### config.mk
export PLATFORM = sky130hd
export DESIGN_NAME = idct_macu_flat
export DESIGN_NICKNAME = d
export VERILOG_FILES = /design/src/rtl/idct_macu_if.sv /design/src/rtl/idct_macu.sv /design/src/flat_wrapper.sv
export SDC_FILE = /design/constraint.sdc
export NUM_CORES = 1
export LEC_CHECK = 0
export ABC_AREA = 1
export CORE_MARGIN = 4
export CORE_UTILIZATION = 43
export CTS_CLUSTER_SIZE = 40
export DETAILED_ROUTE_END_ITERATION = 8
export DONT_BUFFER_PORTS = 1
export PLACE_DENSITY = 0.55
export SLEW_MARGIN = 20
export SYNTH_ARGS = -nofsm -noshare
export SYNTH_HDL_FRONTEND = slang
export SYNTH_SLANG_ARGS = --single-unit
### constraint.sdc
create_clock -name clk -period 15.94 [get_ports clk]
set_input_delay 3.985 -clock clk [delete_from_list [all_inputs] [get_ports clk]]
set_output_delay 3.985 -clock clk [all_outputs]
set_load 0.005 [all_outputs]
### src/rtl/idct_macu_if.sv
// idct_macu_if: term-in / result-out bus of the IDCT multiply-accumulate unit.
//
// Handshake: both channels are strict valid/ready. A transfer happens on the
// rising edge where valid & ready are both high. Once valid is raised, the
// source holds valid and its payload unchanged until that transfer. The
// valid signal never depends on ready, and ready may depend on valid.
interface idct_macu_if #(
  parameter int DIN_W = 12,
  parameter int CW    = 12,
  parameter int OUT_W = 12
);
  logic                    in_valid;
  logic                    in_ready;
  logic signed [DIN_W-1:0] in_data;
  logic signed [CW-1:0]    in_coef;
  logic                    out_valid;
  logic                    out_ready;
  logic signed [OUT_W-1:0] out_data;

  // The term source and result sink (bench or parent block).
  modport master (
    output in_valid, in_data, in_coef, out_ready,
    input  in_ready, out_valid, out_data
  );

  // The MAC unit itself.
  modport slave (
    input  in_valid, in_data, in_coef, out_ready,
    output in_ready, out_valid, out_data
  );
endinterface

### src/rtl/idct_macu.sv
// idct_macu: inverse-DCT multiply-accumulate unit.
// Stage 1 registers coefficient*constant; stage 2 accumulates NTERMS products,
// rounds (half-LSB add, arithmetic shift by FRAC) and presents one sample.
// Optional macro IDCT_MACU_SAT_EN: clamp the shifted result to the OUT_W
// signed range instead of wrapping to its low OUT_W bits.
module idct_macu #(
  parameter int DIN_W  = 12,
  parameter int CW     = 12,
  parameter int FRAC   = 11,
  parameter int NTERMS = 8,
  parameter int ACC_W  = 27,
  parameter int OUT_W  = 12
) (
  input  logic       clk,
  input  logic       rst,
  idct_macu_if.slave bus,
  output logic [7:0] dbg_term_cnt_o,
  output logic       dbg_stall_o
);

  localparam int PROD_W = DIN_W + CW;
  localparam int CNT_W  = (NTERMS > 1) ? $clog2(NTERMS) : 1;
  localparam logic [CNT_W-1:0]        LAST_CNT = CNT_W'(NTERMS - 1);
  localparam logic signed [ACC_W-1:0] HALF_LSB = ACC_W'(2 ** (FRAC - 1));
`ifdef IDCT_MACU_SAT_EN
  localparam logic signed [ACC_W-1:0] SAT_MAX  = ACC_W'(2 ** (OUT_W - 1) - 1);
  localparam logic signed [ACC_W-1:0] SAT_MIN  = ACC_W'(-(2 ** (OUT_W - 1)));
`endif

  logic signed [PROD_W-1:0] mult_res_q, mult_res_d;
  logic                     s1_valid_q, s1_valid_d;
  logic                     s1_last_q, s1_last_d;
  logic [CNT_W-1:0]         term_cnt_q, term_cnt_d;
  logic signed [ACC_W-1:0]  acc_q, acc_d;
  logic                     out_valid_q, out_valid_d;
  logic signed [OUT_W-1:0]  out_data_q, out_data_d;

  logic                     stall;
  logic                     accept;
  logic                     emit;
  logic signed [ACC_W-1:0]  sum;
  logic signed [ACC_W-1:0]  sum_rnd;
  logic signed [ACC_W-1:0]  shifted;
  logic signed [OUT_W-1:0]  out_res;
  logic                     unused_shift_hi;

  // A finished sum may only leave stage 2 if the output register is free or
  // being drained this edge; otherwise the whole pipe freezes.
  assign stall  = s1_valid_q & s1_last_q & out_valid_q & ~bus.out_ready;
  assign accept = bus.in_valid & ~stall;
  assign emit   = s1_valid_q & s1_last_q & ~stall;

  assign bus.in_ready  = ~stall;
  assign bus.out_valid = out_valid_q;
  assign bus.out_data  = out_data_q;

  assign dbg_term_cnt_o = 8'(term_cnt_q);
  assign dbg_stall_o    = stall;

  // Final sum, round-half-up and scale of the block currently closing.
  always_comb begin
    sum     = acc_q + ACC_W'(mult_res_q);
    sum_rnd = sum + HALF_LSB;
    shifted = sum_rnd >>> FRAC;
`ifdef IDCT_MACU_SAT_EN
    if (shifted > SAT_MAX) begin
      out_res = SAT_MAX[OUT_W-1:0];
    end else if (shifted < SAT_MIN) begin
      out_res = SAT_MIN[OUT_W-1:0];
    end else begin
      out_res = shifted[OUT_W-1:0];
    end
`else
    out_res = shifted[OUT_W-1:0];
`endif
  end

  // Upper bits only matter to the clamp; fold them so the wrap build is tidy.
  assign unused_shift_hi = ^shifted[ACC_W-1:OUT_W];

  // Next-state for the multiplier stage, term counter, accumulator and output.
  always_comb begin
    mult_res_d  = mult_res_q;
    s1_valid_d  = s1_valid_q;
    s1_last_d   = s1_last_q;
    term_cnt_d  = term_cnt_q;
    acc_d       = acc_q;
    out_valid_d = out_valid_q;
    out_data_d  = out_data_q;

    if (!stall) begin
      s1_valid_d = accept;
      if (accept) begin
        mult_res_d = PROD_W'(bus.in_data) * PROD_W'(bus.in_coef);
        s1_last_d  = (term_cnt_q == LAST_CNT);
        term_cnt_d = (term_cnt_q == LAST_CNT) ? '0 : term_cnt_q + CNT_W'(1);
      end
    end

    if (s1_valid_q && !s1_last_q) begin
      acc_d = sum;
    end else if (emit) begin
      acc_d = '0;
    end

    if (emit) begin
      out_valid_d = 1'b1;
      out_data_d  = out_res;
    end else if (out_valid_q && bus.out_ready) begin
      out_valid_d = 1'b0;
    end
  end

  // State registers; reset drops any partial sum and any held result.
  always_ff @(posedge clk) begin
    if (rst) begin
      mult_res_q  <= '0;
      s1_valid_q  <= 1'b0;
      s1_last_q   <= 1'b0;
      term_cnt_q  <= '0;
      acc_q       <= '0;
      out_valid_q <= 1'b0;
      out_data_q  <= '0;
    end else begin
      mult_res_q  <= mult_res_d;
      s1_valid_q  <= s1_valid_d;
      s1_last_q   <= s1_last_d;
      term_cnt_q  <= term_cnt_d;
      acc_q       <= acc_d;
      out_valid_q <= out_valid_d;
      out_data_q  <= out_data_d;
    end
  end

endmodule

### src/flat_wrapper.sv
// flat-port wrapper written by rule: the top's interface ports become plain ports
module idct_macu_flat 
#(
  parameter int DIN_W  = 12,
  parameter int CW     = 12,
  parameter int FRAC   = 11,
  parameter int NTERMS = 8,
  parameter int ACC_W  = 27,
  parameter int OUT_W  = 12
)
  (clk, rst, dbg_term_cnt_o, dbg_stall_o, bus_in_valid, bus_in_data, bus_in_coef, bus_out_ready, bus_in_ready, bus_out_valid, bus_out_data);
  idct_macu_if #(.DIN_W(DIN_W), .CW(CW), .OUT_W(OUT_W)) bus_i ();
  input  logic clk;
  input  logic rst;
  output logic [7:0] dbg_term_cnt_o;
  output logic dbg_stall_o;
  input wire logic [$bits(bus_i.in_valid)-1:0] bus_in_valid;
  input wire logic [$bits(bus_i.in_data)-1:0] bus_in_data;
  input wire logic [$bits(bus_i.in_coef)-1:0] bus_in_coef;
  input wire logic [$bits(bus_i.out_ready)-1:0] bus_out_ready;
  output wire logic [$bits(bus_i.in_ready)-1:0] bus_in_ready;
  output wire logic [$bits(bus_i.out_valid)-1:0] bus_out_valid;
  output wire logic [$bits(bus_i.out_data)-1:0] bus_out_data;
  assign bus_i.in_valid = bus_in_valid;
  assign bus_i.in_data = bus_in_data;
  assign bus_i.in_coef = bus_in_coef;
  assign bus_i.out_ready = bus_out_ready;
  assign bus_in_ready = bus_i.in_ready;
  assign bus_out_valid = bus_i.out_valid;
  assign bus_out_data = bus_i.out_data;
  idct_macu #(.DIN_W(DIN_W), .CW(CW), .FRAC(FRAC), .NTERMS(NTERMS), .ACC_W(ACC_W), .OUT_W(OUT_W)) u_core (.clk(clk), .rst(rst), .bus(bus_i), .dbg_term_cnt_o(dbg_term_cnt_o), .dbg_stall_o(dbg_stall_o));
endmodule
; After elaboration in Yosys (flattened, before gate mapping)
; Cells that the tools add are included.
[word_totals]
regBits = 69
inputBits = 28
output_inout_bits = 23
elab_cells = 30
[classes]
addsub = 3
n_mul = 1
eq_ne = 1
mux = 5
n_bitwise = 7
n_reduce_logical = 6
[op_table]
columns = op, count
row1 = 2-to-1 mux 27 bit, 2
row2 = adder 27 x 24 -> 27 bit, 1
row3 = multiplier 12 x 12 -> 24 bit, 1
row4 = adder 23 x 12 -> 23 bit (second input constant), 1
row5 = AND 1 bit, 5
row6 = nonzero test 2 bit, 2
row7 = adder 3 x 1 -> 3 bit (second input constant), 1
row8 = equality test 3 bit (second input constant), 1
row9 = 2-to-1 mux 3 bit, 1
row10 = logical AND 1 bit, 2
row11 = 2-to-1 mux 1 bit, 2
row12 = NOT 1 bit, 2
row13 = AND reduction 2 bit, 1
row14 = zero test 1 bit, 1

; Logic depth before layout (Yosys ltp)
[depth]
word_depth = 7
depth_mapped = 25
ltp_nobuf = 24

; Worst setup path after synthesis
; OpenSTA, ideal clock, no wires.
[synth_path]
path_type = input port to flip-flop
startpoint = input bus_in_coef[8]
endpoint = register u_core.mult_res_q[22]
setup_time_ns = 0.109
arrival_ns = 8.511
required_ns = 15.831
setup_slack_ns = 7.320
path_stages = 22
path_buffers = 1
cell_sequence = clkbuf_1 nand2_1 fa_1 inv_1 fa_1 inv_1 fa_1 inv_1 fa_1 inv_1 fa_1 inv_1 ha_1 inv_1 nor3_1 nand2_1 nor3_1 nor4_1 a21oi_1 o21ai_0 nand2_1 inv_1
[synth_between]
elab_chain_len = 1
[synth_lines]
columns = element, line
row1 = "start, declared", flat_wrapper.sv:19  ; input wire logic [$bits(bus_i.in_coef)-1:0] bus_in_coef;
row2 = multiplier 12 x 12 -> 24 bit, idct_macu.sv:94  ; mult_res_d = PROD_W'(bus.in_data) * PROD_W'(bus.in_coef);
row3 = "end signal, assigned", idct_macu.sv:125  ; mult_res_q <= mult_res_d;
row4 = "end, declared", idct_macu.sv:30  ; logic signed [PROD_W-1:0] mult_res_q, mult_res_d;
; No other way between the ends.
; A chain may end at the register's enable or synchronous reset.

; Final worst setup path
[layout_path]
startpoint = input bus_out_ready
endpoint = output bus_in_ready
[layout_between]
elab_chain_len = 3
[layout_lines]
columns = element, line
row1 = "start, declared", flat_wrapper.sv:20  ; input wire logic [$bits(bus_i.out_ready)-1:0] bus_out_ready;
row2 = NOT 1 bit, idct_macu.sv:49  ; assign stall = s1_valid_q & s1_last_q & out_valid_q & ~bus.out_ready;
row3 = AND 1 bit, idct_macu.sv:49
row4 = named net dbg_stall_o, flat_wrapper.sv:16  ; output logic dbg_stall_o;
row5 = NOT 1 bit, idct_macu.sv:53  ; assign bus.in_ready = ~stall;
row6 = "end, declared", flat_wrapper.sv:21  ; output wire logic [$bits(bus_i.in_ready)-1:0] bus_in_ready;
; The timed path passes the listed nets, and every way through them passes these cells.

==> impl_metrics.toml <==
[floorplanning]
row_count = 54
start_util_pct = 44.3
die_x_um = 159
die-area_sq_um = 25300
core_sq_um = 22100
num_io_pins = 51
die_h_um = 159

[global_routing]
grt_pass1_vias = 8134
overflow = 0
busiest_layer = "met2"
antenna_found_initial = 0
grt_use_met2_pct = 33.0
grt_util_all_layers_pct = 18.9
grt_util_met1_pct = 25.1
grt_max_degree = 48
grt_pass1_wl_um = 40100
met3_usage_pct = 2.75

[worst_setup_path]
r2r_setup_slack_ns = 13.12
crit_fanout = 3
arrival_ns = 4.53
r2r_cells = 17
endpoint_kind = "output pin"
path_class = "primary input to output pin"
rr_startpoint = "u_core.acc_q[0]"
start_kind = "primary input"
cp.required_ns = 11.95
r2r_end = "u_core.bus.out_data[9]"

[route]
drtPass1Iterations = 5
wire_per_inst_um = 13.8
drt-total-wl_um = 22900
drt_iter0_markers = 284
final_antenna_net_count = 0
drcViolationCount = 0
via_per_inst = 4.76
vias = 7877

[sta]
fin_worst_skew_ns = 0.0104
hold_viol_final = 0
setup_viol = 0
setup_ws_ns = 7.42
tightestPinTransition_ns = 0.805
max_freq_ghz = 0.117
setup_tns_ns = 0
maxSlewHeadroom_pct = 46.1
post-route-period-util_pct = 53.4
min_period_ns = 8.52
rsz0062_at_grt = "no"
slew_viol_final = 0

[yosys]
yosys.cell_types.count = 40
synth_cells = 1394
seq_area_frac_synth_pct = 13.1
yosysTopAreaCellShare_pct = 27.6
synth_area_leaders = "fa_1, nand2_1, dfxtp_1"
synth_area_sq_um = 9790
yosysMostFrequentCell = "nand2_1"
yosys_warnings = 0
ys_top_cells_by_count = "nand2_1, inv_1, fa_1, nor2_1, a21oi_1"
postSynth.asyncResetShare_pct = 0
synth.avg_cell_area_sq_um = 7.03
synth_area_leader_cell = "fa_1"
synth_flop_cell = "dfxtp_1"
synth_edf_count = 0
synth_seq_cells = 64

[min_path]
hp-class = "register to register"
hold_end = "u_core.acc_q[3]"
holdCritStartpoint = "u_core.acc_q[3]"
hold_path_depth = 2

[pwr]
ir_drop_uv = 94.2
p_leak_uw = 0.00575
p_per_area_nw_per_um2 = 173

[cts]
insertion_delay_ns = 0.34
cts_resized = 0
holdBufCountCts = 0
cts_buffers = 9
htree_num_levels = 3
cts.path.max_buffers = 2
cts_root_buffer = "clkbuf_16"
cts_tree = "built"
clk_pin_slew_ns = 0.06
clkSinkCount = 64
postCtsSetupRepairBufs = 0

[placement]
io_buffers = 0
dp_cells = 1638
dp_slack_ns = 7.02
dp_hpwl_um = 19100
gp_congestion = 0.886

[final_layout]
finalCoreUtilization_pct = 46.8
fin_cells = 1654
nets = 1606
drive_gt1_share_pct = 6.04
syn_to_final_growth_pct = 5.51
diodes = 0

[run]
maxCapViolCount = 0

[status]
status = "finished, final reports clean"
==> kinds of logic (layout without fill, tap and decap cells) <==
family,count (synthesis),after routing,synth area share (%)
DFF,64,64,13.1
AOI/OAI and AO/OA,138,138,7.44
adders and majority gates,209,209,37.1
and+or+nand+nor,566,566,25.0
other,1,5,0.0383
xor gates and xnor gates,24,24,2.15
buffers and inverters,392,368,15.2
==> metal layers <==
metal,part of all wire (%),vias up,wire length [um]
met5,0,-,0
met4,1.3,0,304
met3,4.2,18,955
met2,48,117,10900
met1,47,3663,10800
li1,-,4079,-
==> per-stage QoR <==
stage,cell area [sq um],total power (uW),hold WS [ns]
after global routing,10300,2030,0.485
after floorplan,9810,1300,0.445
after global placement,10000,1570,0.447
after detailed placement,10000,1580,0.455
final,10300,1780,0.464
after CTS,10300,1810,0.464
==> power breakdown <==
part / internal (uW) / switching (uW) / leakage [uW]
Clock: 139 / 82.5 / 0.000162
Sequential: 187 / 20.0 / 0.000524
Combinational: 522 / 833 / 0.00507
Total: 848 / 936 / 0.00575
==> critical path, cell delays in order <==
cell    delay, ns
nor2_1       0.11
inv_1        0.06
nor2_1       0.24
inv_1        0.13
==> how the worst max path moves through the flow <==
stage                          startpoint                     to  slack, ns
after floorplan            bus_in_coef[8]  u_core.mult_res_q[22]       7.32
after CTS                 bus_in_coef[11]  u_core.mult_res_q[22]       7.37
after detailed placement  bus_in_coef[11]  u_core.mult_res_q[22]       7.02
after global placement    bus_in_coef[11]  u_core.mult_res_q[22]       7.11
after global routing      bus_in_coef[11]  u_core.mult_res_q[22]       7.08
final                       bus_out_ready           bus_in_ready       7.42
==> flip-flops by register name, summed over array words and instances, names as in the netlist <==
register and cells:
u_core.acc_q 23, u_core.mult_res_q 23, u_core.bus.out_data 12, u_core.term_cnt_q 3, u_core.bus.out_valid 1, u_core.s1_last_q 1, u_core.s1_valid_q 1
==> final cells by class <==
type                       instances  area (sq um)
fill                            2343         11800
multi-input combinational        942          7040
inverter                         348          1310
sequential                        64          1280
tap                              280           350
clock buffer                       9           225
clock inverter                     7           103
timing repair buffer               4          30.0
==> cell usage in the layout (no fill, tap or decap), drive strengths merged <==
master  count
a21boi      2
a21oi      78
and2        1
buf         4
bufinv      2
clkbuf      9
clkinv      4
conb        5
dfxtp      64
fa        135
ha         74
inv       349
nand2     380
nand3      47
nand3b      5
nand4      13
nor2      108
nor3        4
nor4        2
o211ai      6
o21ai      47
o21bai      2
o221ai      1
o31ai       2
or2         6
xnor2      12
xor2       12
Power figures use the tool's default switching activity.
